[src/rtl/io_pkg.sv]
// Memory map shared by the memory-mapped I/O peripherals, plus read-address decode.
package io_pkg;

  localparam logic [31:0] OUTPUT_HEX_ADDR = 32'h0000_00B0;
  localparam logic [31:0] OUTPUT_LED_ADDR = 32'h0000_00B4;
  localparam logic [31:0] OUTPUT_CTL_ADDR = 32'h0000_00B8;

  localparam logic [31:0] INPUT_SW_ADDR   = 32'h0000_00C0;
  localparam logic [31:0] INPUT_KEY_ADDR  = 32'h0000_00C4;
  localparam logic [31:0] INPUT_EVT_ADDR  = 32'h0000_00C8;

  typedef enum logic [1:0] {
    SEL_SW,
    SEL_KEY,
    SEL_EVT,
    SEL_NONE
  } rd_sel_e;

  function automatic rd_sel_e decode_rd(input logic [31:0] addr);
    case (addr)
      INPUT_SW_ADDR:  return SEL_SW;
      INPUT_KEY_ADDR: return SEL_KEY;
      INPUT_EVT_ADDR: return SEL_EVT;
      default:        return SEL_NONE;
    endcase
  endfunction

endpackage

[src/rtl/debounce.sv]
// Two-flop synchroniser and per-bit stability counter; chg pulses on the edge stable flips.
module debounce #(
  parameter int WIDTH  = 4,
  parameter int CYCLES = 500000
) (
  input  logic             clock,
  input  logic             resetn,
  input  logic [WIDTH-1:0] din,
  output logic [WIDTH-1:0] stable,
  output logic [WIDTH-1:0] chg
);

  localparam int CW = $clog2(CYCLES + 1);

  logic [WIDTH-1:0]         s1_q, s2_q;
  logic [WIDTH-1:0]         stable_q, stable_d;
  logic [WIDTH-1:0][CW-1:0] cnt_q, cnt_d;

  always_comb begin
    stable_d = stable_q;
    cnt_d    = cnt_q;
    chg      = '0;
    for (int i = 0; i < WIDTH; i++) begin
      if (s2_q[i] == stable_q[i]) begin
        cnt_d[i] = '0;
      end else if (cnt_q[i] == CW'(CYCLES - 1)) begin
        stable_d[i] = s2_q[i];
        cnt_d[i]    = '0;
        chg[i]      = 1'b1;
      end else begin
        cnt_d[i] = cnt_q[i] + CW'(1);
      end
    end
  end

  always_ff @(posedge clock or negedge resetn) begin
    if (!resetn) begin
      s1_q     <= '0;
      s2_q     <= '0;
      stable_q <= '0;
      cnt_q    <= '0;
    end else begin
      s1_q     <= din;
      s2_q     <= s1_q;
      stable_q <= stable_d;
      cnt_q    <= cnt_d;
    end
  end

  assign stable = stable_q;

endmodule

[src/rtl/input_control.sv]
// Memory-mapped switch/key input block: debounced levels, sticky key-press events, registered reads.
module input_control
  import io_pkg::*;
#(
  parameter int NUM_SW          = 10,
  parameter int NUM_KEY         = 4,
  parameter int DEBOUNCE_CYCLES = 500000,
  parameter int KEY_ACTIVE_LOW  = 1
) (
  input  logic               clock,
  input  logic               resetn,
  input  logic [31:0]        addr,
  input  logic               input_read,
  input  logic [NUM_SW-1:0]  sw,
  input  logic [NUM_KEY-1:0] key,
  output logic [31:0]        data_out,
  output logic               key_irq
);

  logic [NUM_KEY-1:0] key_in, key_stable, key_chg, key_rise;
  logic [NUM_SW-1:0]  sw_stable, sw_chg_unused;
  logic [NUM_KEY-1:0] evt_q, evt_d;
  logic [31:0]        data_q, data_d;
  logic               irq_q, irq_d;
  rd_sel_e            sel;

  // Internally a key bit is 1 when pressed, whatever the pin polarity.
  assign key_in = (KEY_ACTIVE_LOW != 0) ? ~key : key;

  debounce #(.WIDTH(NUM_SW), .CYCLES(DEBOUNCE_CYCLES)) u_sw_db (
    .clock  (clock),
    .resetn (resetn),
    .din    (sw),
    .stable (sw_stable),
    .chg    (sw_chg_unused)
  );

  debounce #(.WIDTH(NUM_KEY), .CYCLES(DEBOUNCE_CYCLES)) u_key_db (
    .clock  (clock),
    .resetn (resetn),
    .din    (key_in),
    .stable (key_stable),
    .chg    (key_chg)
  );

  // A flip while the stable level is still 0 is a press landing on this edge.
  assign key_rise = key_chg & ~key_stable;
  assign sel      = decode_rd(addr);

  always_comb begin
    data_d = data_q;
    evt_d  = evt_q | key_rise;
    if (input_read) begin
      case (sel)
        SEL_SW:  data_d = 32'(sw_stable);
        SEL_KEY: data_d = 32'(key_stable);
        SEL_EVT: begin
          data_d = 32'(evt_q);
          evt_d  = key_rise;
        end
        default: data_d = 32'h0;
      endcase
    end
    irq_d = |evt_d;
  end

  always_ff @(posedge clock or negedge resetn) begin
    if (!resetn) begin
      data_q <= '0;
      evt_q  <= '0;
      irq_q  <= 1'b0;
    end else begin
      data_q <= data_d;
      evt_q  <= evt_d;
      irq_q  <= irq_d;
    end
  end

  assign data_out = data_q;
  assign key_irq  = irq_q;

endmodule

[config.mk]
export PLATFORM = sky130hd
export DESIGN_NAME = input_control
export DESIGN_NICKNAME = d
export VERILOG_FILES = /design/src/rtl/io_pkg.sv /design/src/rtl/debounce.sv /design/src/rtl/input_control.sv
export SDC_FILE = /design/constraint.sdc
export NUM_CORES = 1
export LEC_CHECK = 0
export CORE_UTILIZATION = 45
export CTS_CLUSTER_SIZE = 28
export DETAILED_ROUTE_END_ITERATION = 12
export PLACE_DENSITY = 0.65
export SLEW_MARGIN = 20
export SYNTH_ARGS = -nofsm -noshare
export SYNTH_HDL_FRONTEND = slang
export SYNTH_HIERARCHICAL = 1
export SYNTH_SLANG_ARGS = --single-unit
[constraint.sdc]
create_clock -name clock -period 1.95 [get_ports clock]
set_input_delay 0.39 -clock clock [delete_from_list [all_inputs] [get_ports clock]]
set_output_delay 0.39 -clock clock [all_outputs]
set_load 0.05 [all_outputs]
==> results by group, run 1 <==
Outcome
  – Status: finished with violations
  – Failing checks: setup timing

Route
  – First-pass detailed-route iteration total: 5
  – Via count: 12,000
  – Final wirelength: 32.3 mm
  – DRC: 0
  – Vias per inst: 5.31
  – Antenna Nets Post-Route: 0
  – Routed WL per cell: 14.3 um
  – DR iter-0 viols: 556

Finish
  – Fill count: 2,957
  – Area Growth Syn to Fin: 22.7%
  – Design Area, Final: 19,200 um^2
  – Most frequent cells in the layout: 322 x dfrtp_1, 228 x nor2_1, 154 x buf_4, 118 x xnor2_1, 89 x nand3_1
  – Most common cell after layout, fill and taps aside: dfrtp_1
  – Layout cells sized above 1: 17.4%
  – FF/Latch Area: 8080 um^2
  – Multi-input logic area: 7270 um^2
  – Net count, final: 1,843
  – Finished Layout Cells: 2,253

Floorplan
  – Starting Density: 46.2%
  – Die Ht: 189 um
  – I/O pin count: 82
  – Core Rows: 67
  – Die ar.: 35,600 um^2
  – Core ar.: 33,900 um^2
  – Die Width: 189 um

Timing
  – RSZ-0062 raised after global routing: true
  – Crit path time final: 2000 ps
  – Final Hold Fails: 0
  – Final setup fails: 3
  – Final Cycle Share: 103%
  – Max Fclk: 499 MHz
  – Final max-slew violation count: 0
  – Final worst setup slack: -53.7 ps
  – Setup Skew: 19.2 ps

Power
  – Switching part of the total power: 21.4%
  – Leak: 7.94 nW
  – Int Power: 11.7 mW
  – Psw: 3.19 mW
  – Power share of the combinational group: 5.0%
  – Part of the power in the clock network: 48.8%
  – Power per Cell Area: 775 nW/um^2
  – Max rail drop VDD: 0.000717 V
  – Sequential share of power: 46.2%

Synthesis
  – Synth Cell Area: 15,700 um^2
  – Syn avg cell area: 9.99 um^2
  – Yosys warns: 6
  – Synth Instances: 1,568

Worst setup path
  – CP Capture Type: flip-flop
  – Crit Path Class: reg2reg
  – Arr. time, crit path: 2450 ps
  – Startpoint Class: flip-flop
  – Worst EP required: 2400 ps
  – Max Fanout on Critical Path: 4

CTS
  – CTS sink count: 323
  – Clock Latency Late Sink: 520 ps
  – CTS H-Tree Depth: 2
  – Root Driver: clkbuf_16
  – CTS tree: built
  – Worst-path clk slew: 60 ps
  – Clock buffer depth: 3
  – CTS Buf Count: 35

Global route
  – Met3 Use GR: 3.39%
  – Initial antenna violation count: 0
  – Met1 GRT Util: 25.3%
  – Busiest grt layer: met2
  – First-pass GRT wire length: 55.9 mm
  – Largest net degree at the start of global routing: 66
  – Met2 usage: 30.8%
  – Total GRT Usage: 18.7%
  – Vias in the first global route: 11,900
  – Overflow after GRT: 0

Worst hold path
  – Hold Path Class: in2reg

Job
  – Maxcap violations: 0

Placed design
  – Routability cong.: 0.824
  – Placed Area: 17,700 um^2
  – Dpl hpwl: 22.6 mm
  – Port Buffers: 59
  – Placed insts: 2,180
[state kept, by name, indices dropped and copies added, names as in the netlist]
name             flops
u_key_db/stable      4
u_sw_db/s2_q        10
evt_q                4
u_key_db/s1_q        4
u_sw_db/stable      10
key_irq              1
data_out            10
u_key_db/cnt_q      76
u_key_db/s2_q        4
u_sw_db/s1_q        10
u_sw_db/cnt_q      190
[final cells by class]
class | count | area share (%)
repair buffers | 210 | 9.23
clock buffers | 50 | 5.59
multi-input cells | 1147 | 37.9
flip-flops and latches | 323 | 42.1
inverters | 63 | 1.23
diodes | 1 | 0.0130
clock inverters | 11 | 1.10
well taps | 448 | 2.92
[power by group through the flow]
stage	logic [mW]	registers, mW	clock network, mW
2_1_floorplan	0.361	7.00	0
3_3_place_gp	0.722	7.00	0
3_5_place_dp	0.732	7.01	0
4_1_cts	0.741	6.89	7.50
5_1_grt	0.835	6.90	7.76
6_report	0.745	6.89	7.27
[stage by stage]
| step | hold slack (ps) | utilization [%] | setup slack (ps) | power (mW) | setup TNS (ps) |
|---|---|---|---|---|---|
| 5_1_grt | 304 | 56.7 | -97.9 | 15.5 | -1440 |
| 4_1_cts | 291 | 56.2 | -28.5 | 15.1 | -38.2 |
| 3_3_place_gp | 312 | 52.2 | -169 | 7.72 | -2290 |
| 2_1_floorplan | 94.4 | - | 0.388 | 7.36 | 0 |
| 3_5_place_dp | 306 | 52.2 | -213 | 7.74 | -2720 |
| 6_report | 315 | 56.7 | -53.7 | 14.9 | -120 |
[routing by layer]
layer | wire (um) | up-vias
li1 | - | 5929
met1 | 15000 | 5867
met2 | 15500 | 129
met3 | 1160 | 44
met4 | 524 | 0
met5 | 0 | -
[critical path, cell delays in order (launching register included)]
cell	delay (ps)
dfrtp_1	430
ha_4	160
nand4_1	150
buf_4	200
or4_4	540
or3_1	340
a21oi_2	130
[worst paths after layout]
path	depth (start not counted)	slack, ps	to	from
min in group asynchronous	2	360	u_sw_db/cnt_q[111]	resetn
min	1	320	u_sw_db/s1_q[1]	sw[1]
max reg2reg	6	-50	u_key_db/cnt_q[35]	u_key_db/cnt_q[20]
max	6	-50	u_key_db/cnt_q[35]	u_key_db/cnt_q[20]
max in group asynchronous	3	950	u_sw_db/cnt_q[46]	resetn
min reg2reg	0	350	u_sw_db/s2_q[9]	u_sw_db/s1_q[9]
[timing repair]
item | in CTS | in global routing
endpoints found under the setup margin | 5 | 67
hold buffers | 1 | 0
endpoints found under the hold margin | 31 | 0
gates resized for setup | 8 | 31
pin swaps | 3 | 14
setup buffers | 3 | 8
(Power assumes the default switching activity.)
==> run 2: changes to the inputs <==
- CORE_UTILIZATION: 45 -> 43
- PLACE_DENSITY: 0.65 -> default
==> run 2 against run 1 <==
The flow finishes with violations (DRC, setup timing). Fmax increased by 1.3%. Critical path depth decreased by 2. Clock skew decreased by 11 ps. Cell area about the same. Non-clock buffer count increased by 16. Clock power decreased by 11%. Cell count increased by 1.4%. Worst setup slack improved by 25 ps. Sequential power about the same. Combinational power increased by 3.4%. Critical path type unchanged. Largest cell class unchanged. Largest power group is now registers.
==> results by group, run 2 (same netlist as run 1, synthesis figures left out) <==
Outcome
  – Status: finished with violations
  – Failing checks: DRC, setup timing

Worst setup path
  – R2r setup slk: -30 ps
  – Critical path depth: 4
  – Slowest stage delay, CP: 570 ps
  – Cells on worst reg2reg path: 4
  – CP Capture Type: flip-flop
  – Arr. time, crit path: 2380 ps
  – Crit Path Class: reg2reg
  – Worst R2R End: u_sw_db/stable[8]
  – Max Fanout on Critical Path: 2
  – Reg-to-Reg Start: u_sw_db/cnt_q[166]
  – CP cell instances: or4_1, or4_4, nor2_4, mux2_4
  – Crit path buf inv count: 0
  – Startpoint Class: flip-flop
  – Slowest cell on the critical path: or4_4
  – Worst EP required: 2350 ps
  – Crit path max-delay family: simple AND/OR/NAND/NOR gates

Finish
  – Layout cells sized above 1: 17.7%
  – Most flops, register: u_sw_db/cnt_q
  – Most frequent cells in the layout: 323 x dfrtp_1, 222 x nor2_1, 163 x buf_4, 117 x xnor2_1, 89 x nand3_1
  – Max reg flops: 190
  – ANT cells: 0
  – Area Growth Syn to Fin: 22.7%
  – Design Area, Final: 19,200 um^2
  – Top Registers: u_sw_db/cnt_q (190), u_key_db/cnt_q (76)
  – Finished Layout Cells: 2,284
  – Most common cell after layout, fill and taps aside: dfrtp_1
  – Fill count: 3,181
  – Net count, final: 1,861

CTS
  – CTS Buf Count: 37
  – Clock buffer depth: 3
  – CTS tree: built
  – Clock Latency Late Sink: 510 ps
  – Root Driver: clkbuf_16
  – CTS H-Tree Depth: 2
  – Worst-path clk slew: 60 ps
  – CTS sink count: 323

Route
  – Vias per inst: 5.24
  – Routed WL per cell: 14.2 um
  – Antenna Nets Post-Route: 0
  – First-pass detailed-route iteration total: 9
  – DR top layer: met5
  – Final wirelength: 32.4 mm
  – DR iter-0 viols: 472
  – DR WL met2: 15.3 mm
  – Via count: 12,000
  – Wire length on met3: 1.13 mm
  – DRC: 4
  – Met1 WL: 15.2 mm

Timing
  – Final worst setup slack: -28.9 ps
  – RSZ-0062 raised after global routing: true
  – Final setup fails: 17
  – Crit path time final: 1980 ps
  – Slew headroom: 66.1%
  – Worst-Margin Slew: 501 ps
  – Final max-slew violation count: 0
  – Setup Skew: 8.67 ps
  – Final Hold Fails: 0
  – Final Cycle Share: 101%
  – Max Fclk: 505 MHz

Global route
  – Initial antenna violation count: 1
  – Overflow after GRT: 0
  – Vias in the first global route: 12,000
  – First-pass GRT wire length: 55.9 mm
  – Total GRT Usage: 18.2%
  – Largest net degree at the start of global routing: 53

Placed design
  – Placed insts: 2,212
  – Routability cong.: 0.843
  – Placed Area: 17,900 um^2
  – Dpl hpwl: 23.0 mm
  – Port Buffers: 59

Floorplan
  – Core Rows: 69
  – Die Width: 193 um
  – Die Ht: 193 um
  – I/O pin count: 82
  – Core ar.: 35,700 um^2
  – Starting Density: 43.8%
  – Die ar.: 37,200 um^2

Power
  – Power share of the combinational group: 5.5%
  – Int Power: 10.9 mW
  – Max rail drop VDD: 0.000546 V
  – Psw: 3.18 mW
  – Switching part of the total power: 22.5%
  – Part of the power in the clock network: 45.7%
  – Power per Cell Area: 734 nW/um^2
  – Total chip power: 14.1 mW
  – Leak: 7.98 nW
  – Sequential share of power: 48.8%

Worst hold path
  – Hold Path Class: in2reg
  – Hold Crit Depth: 1
  – Min-Delay Endpoint: u_sw_db/s1_q[6]
  – Min-Delay Startpoint: sw[6]

Job
  – Maxcap violations: 0
run 2: cell count changes in the layout (fill, tap and decap cells not counted), sizes merged:
| cell | delta |
|---|---|
| buf | +13 |
| bufinv | -5 |
| clkinv | +5 |
| clkbuf | +4 |
| dlygate4sd2 | +3 |
| clkinvlp | -1 |
| diode | -1 |
run 2: repair_timing:
action	4_1_cts	5_1_grt
resized for setup	13	31
hold buffers	1	0
hold endpoints to repair	39	0
pin swaps	6	12
buffers inserted	3	4
endpoints found under the setup margin	21	52
run 2: metal layers:
layer	global-route usage, %	vias to the layer above
li1	-	5958
met1	24.4	5822
met2	29.8	127
met3	3.22	50
met4	5.57	2
met5	0	-
run 2: final cells by class:
class | count | area (um^2) | area share, %
Sequential cell | 323 | 8080 | 42.1
Multi-Input combinational cell | 1147 | 7270 | 37.8
Timing Repair Buffer | 226 | 1940 | 10.1
Clock buffer | 54 | 1040 | 5.41
Tap cell | 461 | 577 | 3.00
Inverter | 63 | 236 | 1.23
Clock inverter | 10 | 75.1 | 0.391
run 2: power groups by stage:
stage | clock, mW | combinational [mW] | sequential (mW)
2_1_floorplan | 0 | 0.361 | 7.00
3_3_place_gp | 0 | 0.758 | 7.00
3_5_place_dp | 0 | 0.768 | 7.01
4_1_cts | 6.68 | 0.776 | 6.89
5_1_grt | 6.94 | 0.865 | 6.90
6_report | 6.45 | 0.770 | 6.89
run 2: worst max path at each step:
stage	from	endpoint	slack (ps)
3_3_place_gp	addr[24]	evt_q[1]	-160
6_report	u_sw_db/cnt_q[166]	u_sw_db/stable[8]	-30
4_1_cts	u_sw_db/cnt_q[166]	u_sw_db/stable[8]	-30
3_5_place_dp	addr[24]	evt_q[1]	-180
5_1_grt	u_sw_db/cnt_q[166]	u_sw_db/cnt_q[170]	-60
2_1_floorplan	u_sw_db/cnt_q[162]	u_sw_db/stable[8]	0.4
run 2: stage by stage:
step / TNS (ps) / hold WS (ps) / worst slack, ps / util, %
global route: -944 / 296 / -60.7 / 53.8
floorplan: 0 / 94.4 / 0.388 / -
CTS: -183 / 284 / -33.1 / 53.3
finish: -208 / 311 / -28.9 / 53.8
detailed placement: -2510 / 335 / -179 / 50.0
global placement: -2200 / 335 / -162 / 50.0
